File: src/rtl/riscv_structures.sv
// Types and constants shared by the memory port arbiter and its winner-select logic.
package riscv_structures;

  typedef enum logic [1:0] {REQ_NONE, REQ_IF, REQ_DATA} req_e;

  typedef enum logic {DATA_PRIO, FETCH_PRIO} arb_state_e;

  // Byte-offset bits that must be zero for a word access.
  localparam logic [31:0] ALIGN_MASK = 32'h0000_0003;

endpackage

File: src/rtl/mem_arb_pick.sv
// Combinational winner selection between the fetch and data requesters.
module mem_arb_pick
  import riscv_structures::*;
(
  input  logic       if_valid,
  input  logic       d_valid,
  input  arb_state_e state,
  output req_e       winner
);

  always_comb begin
    winner = REQ_NONE;
    if (if_valid && d_valid) begin
      winner = (state == FETCH_PRIO) ? REQ_IF : REQ_DATA;
    end else if (d_valid) begin
      winner = REQ_DATA;
    end else if (if_valid) begin
      winner = REQ_IF;
    end
  end

endmodule

File: src/rtl/mem_port_arbiter.sv
// Shares one word-wide memory port between instruction fetch and load/store,
// with data priority, a starvation bound for fetch, and legality filtering.
module mem_port_arbiter
  import riscv_structures::*;
#(
  parameter int unsigned MEM_WORDS    = 255,
  parameter int unsigned STARVE_LIMIT = 4
) (
  input  logic        clk,
  input  logic        rst,
  input  logic        if_req_valid,
  input  logic [31:0] if_req_addr,
  output logic        if_req_ready,
  output logic        if_rsp_valid,
  output logic [31:0] if_rsp_data,
  output logic        if_rsp_err,
  input  logic        d_req_valid,
  input  logic [31:0] d_req_addr,
  input  logic        d_req_we,
  input  logic [31:0] d_req_wdata,
  output logic        d_req_ready,
  output logic        d_rsp_valid,
  output logic [31:0] d_rsp_data,
  output logic        d_rsp_err,
  output logic [31:0] mem_address,
  output logic [31:0] mem_write_data,
  output logic        mem_write_enable,
  input  logic [31:0] mem_read_data
);

  localparam int unsigned CntW = $clog2(STARVE_LIMIT + 1);
  localparam logic [CntW-1:0] Limit = CntW'(STARVE_LIMIT);

  arb_state_e      state_q;
  logic [CntW-1:0] cnt_q, cnt_d;
  req_e            pick, winner;
  logic [31:0]     sel_addr;
  logic            legal;

  logic        if_rsp_valid_q, if_rsp_err_q, d_rsp_valid_q, d_rsp_err_q;
  logic [31:0] if_rsp_data_q, d_rsp_data_q;

  mem_arb_pick u_pick (
    .if_valid (if_req_valid),
    .d_valid  (d_req_valid),
    .state    (state_q),
    .winner   (pick)
  );

  always_comb begin
    winner = rst ? REQ_NONE : pick;
    case (winner)
      REQ_IF:   sel_addr = if_req_addr;
      REQ_DATA: sel_addr = d_req_addr;
      default:  sel_addr = '0;
    endcase
    legal = ((sel_addr & ALIGN_MASK) == '0) && (sel_addr[31:2] < 30'(MEM_WORDS));
  end

  assign if_req_ready     = (winner == REQ_IF);
  assign d_req_ready      = (winner == REQ_DATA);
  assign mem_address      = sel_addr;
  assign mem_write_data   = (winner == REQ_DATA) ? d_req_wdata : '0;
  assign mem_write_enable = (winner == REQ_DATA) && d_req_we && legal;

  // Count consecutive data wins only while fetch is actually waiting.
  always_comb begin
    cnt_d = cnt_q;
    if (winner == REQ_IF || !if_req_valid) begin
      cnt_d = '0;
    end else if (winner == REQ_DATA && cnt_q != Limit) begin
      cnt_d = cnt_q + 1'b1;
    end
  end

  always_ff @(posedge clk) begin
    if (rst) begin
      state_q        <= DATA_PRIO;
      cnt_q          <= '0;
      if_rsp_valid_q <= 1'b0;
      if_rsp_err_q   <= 1'b0;
      if_rsp_data_q  <= '0;
      d_rsp_valid_q  <= 1'b0;
      d_rsp_err_q    <= 1'b0;
      d_rsp_data_q   <= '0;
    end else begin
      cnt_q          <= cnt_d;
      state_q        <= (cnt_d == Limit) ? FETCH_PRIO : DATA_PRIO;
      if_rsp_valid_q <= (winner == REQ_IF);
      if_rsp_err_q   <= (winner == REQ_IF) && !legal;
      if_rsp_data_q  <= (winner == REQ_IF && legal) ? mem_read_data : '0;
      d_rsp_valid_q  <= (winner == REQ_DATA);
      d_rsp_err_q    <= (winner == REQ_DATA) && !legal;
      d_rsp_data_q   <= (winner == REQ_DATA && legal && !d_req_we) ? mem_read_data : '0;
    end
  end

  // Responses are masked while reset is held so a pending one never escapes.
  assign if_rsp_valid = if_rsp_valid_q && !rst;
  assign if_rsp_err   = if_rsp_err_q && !rst;
  assign if_rsp_data  = rst ? '0 : if_rsp_data_q;
  assign d_rsp_valid  = d_rsp_valid_q && !rst;
  assign d_rsp_err    = d_rsp_err_q && !rst;
  assign d_rsp_data   = rst ? '0 : d_rsp_data_q;

endmodule

File: config.mk
export PLATFORM = sky130hd
export DESIGN_NAME = mem_port_arbiter
export DESIGN_NICKNAME = d
export VERILOG_FILES = /design/src/rtl/riscv_structures.sv /design/src/rtl/mem_arb_pick.sv /design/src/rtl/mem_port_arbiter.sv
export SDC_FILE = /design/constraint.sdc
export NUM_CORES = 1
export LEC_CHECK = 0
export ABC_AREA = 1
export CORE_MARGIN = 2
export CORE_UTILIZATION = 35
export DETAILED_ROUTE_END_ITERATION = 10
export GPL_TIMING_DRIVEN = 0
export PLACE_DENSITY = 0.81
export SLEW_MARGIN = 0
export SYNTH_ARGS = -nofsm -noshare
export SYNTH_HDL_FRONTEND = slang
export SYNTH_SLANG_ARGS = --single-unit
export TNS_END_PERCENT = 100
File: constraint.sdc
create_clock -name clk -period 5.2 [get_ports clk]
set_input_delay 1.04 -clock clk [delete_from_list [all_inputs] [get_ports clk]]
set_output_delay 1.04 -clock clk [all_outputs]
set_load 0.01 [all_outputs]
==> flow_metrics.env <==
export IMPL_clock_skew_ns=0.0113
export IMPL_setup_viol=0
export IMPL_track_usage=0.220
export IMPL_via_per_inst=4.05
export IMPL_die_width_um=108
export IMPL_cts_max_level=3
export IMPL_r2r_cells=14
export IMPL_dr_first_iter_drc_count=175
export IMPL_synth_top_area_share=0.384
export IMPL_drcViolationCount=0
export IMPL_grt_antenna_before_repair=0
export IMPL_root_buffer="clkbuf_8"
export IMPL_synthTopCellsByArea="dfxtp_1 38%, nand2_1 17%, inv_1 17%, nor2_1 15%, buf_6 4.2%"
export IMPL_timing_fmax_ghz=0.211
export IMPL_hp_start="cnt_q[2]"
export IMPL_initial_core_util=0.362
export IMPL_synth_most_common_cell="nand2_1"
export IMPL_dr_pass1_iters=6
export IMPL_critPathLaunchType="input port"
export IMPL_tightest_slew_ns=0.506
export IMPL_min_to="cnt_q[2]"
export IMPL_hold_depth=3
export IMPL_hold_path_class="register to register"
export IMPL_vias=4229
export IMPL_grt_overflow=0
export IMPL_synthCells=624
export IMPL_dieArea_um2=11600
export IMPL_fp_row_count=37
export IMPL_dpl_instance_area_um2=6590
export IMPL_power_density_nw_per_um2=200
export IMPL_avgSynthCellArea_um2=6.01
export IMPL_setup_worst_path_start="rst"
export IMPL_worstPathMaxFanout=10
export IMPL_slew_headroom=0.662
export IMPL_drv_slew=0
export IMPL_worst_setup_path_end_kind="output pin"
export IMPL_clock_sinks=72
export IMPL_rsz0062_at_grt="false"
export IMPL_r2r_start="state_q"
export IMPL_first_global_vias=4149
export IMPL_die_h_um=108
export IMPL_ff2ff_setup_slack_ns=2.71
export IMPL_crit_type="input port to output pin"
export IMPL_synth_cell_type_count=24
export IMPL_drive_gt1_frac=0.0529
export IMPL_cts_tree="yes"
export IMPL_cts_buffer_depth=2
export IMPL_synth_warnings=0
export IMPL_routed_wl_um=12600
export IMPL_grt_max_degree=14
export IMPL_post_route_period_util=0.910
export IMPL_core_um2=10400
export IMPL_cts_hold_buf=0
export IMPL_numCtsBuffers=9
export IMPL_seq_area_frac_synth=0.384
export IMPL_ys_flop_type="dfxtp_1"
export IMPL_drv_cap=0
export IMPL_finalWorstSetupSlack_ns=0.465
export IMPL_grt_pass1_wl_um=19500
export IMPL_worstReg2RegEnd="d_rsp_data_q[2]"
export IMPL_antenna_cells=0
export IMPL_syn_num_nets=761
export IMPL_async_flop_share=0
export IMPL_hold_viol=0
export IMPL_place_ws_ns=-0.373
export IMPL_synthTopCellsByCount="174 x nand2_1, 173 x inv_1, 149 x nor2_1"
export IMPL_clk_pin_slew_ns=0.07
export IMPL_p_leak_uw=0.00345
export IMPL_synth_edf_count=0
export IMPL_io_buffers=267
export IMPL_gp_congestion=0.889
export IMPL_ant_nets=0
export IMPL_stdcell_area_um2=6870
export IMPL_worstPathArrival_ns=3.69
export IMPL_vdd_drop_max_mv=0.151
export IMPL_clk_latency_ns=0.35
export IMPL_fin_nets=1040
export IMPL_yosys_area_top_type="dfxtp_1"
export IMPL_required_ns=4.16
export IMPL_syn_area_um2=3750
export IMPL_synthToLayoutAreaGrowth_pct=83.1
export IMPL_min_period_ns=4.73
export IMPL_wl_per_cell_um=12.1
export IMPL_io_pins=268
export IMPL_status="finished, final reports clean"
export IMPL_hpwl_um=10300
export IMPL_ys_ff_latch=72
[cells in the final DEF, fill, tap and decap left out, drive strengths merged]
cell / instances
a21o: 1
nor3b: 1
nand2: 177
xor2: 1
nor2: 155
clkbuf: 21
dfxtp: 72
o21ai: 2
a211oi: 1
inv: 175
dlymetal6s2s: 1
nor4: 1
ha: 4
a21boi: 2
nand4: 1
nor3: 1
a21oi: 1
nand3: 3
bufinv: 3
clkinv: 1
clkinvlp: 1
buf: 17
clkdlybuf4s50: 266
[cell type report]
cell class	instances	area (um^2)
Inverter	174	653
Sequential cell	72	1440
Tap cell	136	170
Buffer	27	219
Timing Repair Buffer	268	2680
Multi-Input combinational cell	351	1460
Clock inverter	6	115
Clock buffer	10	128
Fill cell	924	3500
[layer usage]
metal / track usage / part of all wire / vias to the layer above
met5: 0 / 0 / -
met4: 0.114 / 0.041 / 0
met3: 0.0617 / 0.080 / 37
met2: 0.398 / 0.50 / 184
met1: 0.230 / 0.38 / 1747
li1: - / - / 2261
[how the worst max path moves through the flow]
| stage | slack, ns | cells past startpoint | endpoint |
|---|---|---|---|
| after floorplan | 1.31 | 15 | mem_write_enable |
| after global placement | -0.37 | 16 | mem_write_enable |
| after detailed placement | -0.37 | 16 | mem_write_enable |
| after CTS | 0.0006 | 16 | mem_write_enable |
| after global routing | 0.22 | 16 | mem_write_enable |
| final | 0.47 | 16 | mem_write_enable |
[timing repair]
item / 4_1_cts / 5_1_grt
resized for setup: 5 / 2
endpoints found under the setup margin: 1 / 1
setup buffers: 0 / 1
pin swaps: 0 / 2
[power by group]
part	internal (uW)	leakage (uW)	switching (uW)	total (uW)
Clock	321	0.000117	211	532
Combinational	161	0.00275	120	281
Sequential	558	0.000581	1.71	560
Total	1040	0.00345	332	1370
[cell families after synthesis]
| kind of cell | after synthesis | synth area share |
|---|---|---|
| AO/OA/AOI/OAI | 7 | 0.0120 |
| XOR/XNOR | 1 | 0.00234 |
| adder cells (fa/ha/maj) | 4 | 0.0133 |
| buffers and inverters | 201 | 0.230 |
| flip-flops | 72 | 0.384 |
| AND/OR/NAND/NOR | 339 | 0.358 |
[through the flow]
stage	hold WS, ns	power [uW]	instances	utilization	setup TNS, ns
finish	0.628	1370	1044	0.662	0
global route	0.671	1430	1044	0.662	0
CTS	0.625	1390	1043	0.661	0
detailed placement	0.607	851	1027	0.636	-0.373
global placement	0.593	848	1027	0.636	-0.369
floorplan	0.548	681	624	-	0
[worst max-delay path, cell delays in order]
cell             delay, ns
clkdlybuf4s50_1       0.53
clkbuf_8              0.21
nor2_1                0.07
o21ai_0               0.11
inv_1                 0.08
ha_2                  0.39
inv_2                 0.11
buf_6                 0.16
nand2_1               0.11
nand2_1               0.06
nor2_1                0.12
nand2_1               0.11
nor2_4                0.19
nand2_1               0.09
nor2_1                0.12
dlymetal6s2s_1        0.19
[state kept, by name, summed over array words and instances (netlist names)]
register        count
d_rsp_data_q       32
if_rsp_data_q      32
cnt_q               3
d_rsp_err_q         1
d_rsp_valid_q       1
if_rsp_err_q        1
if_rsp_valid_q      1
state_q             1
Power figures use the tool's default switching activity.
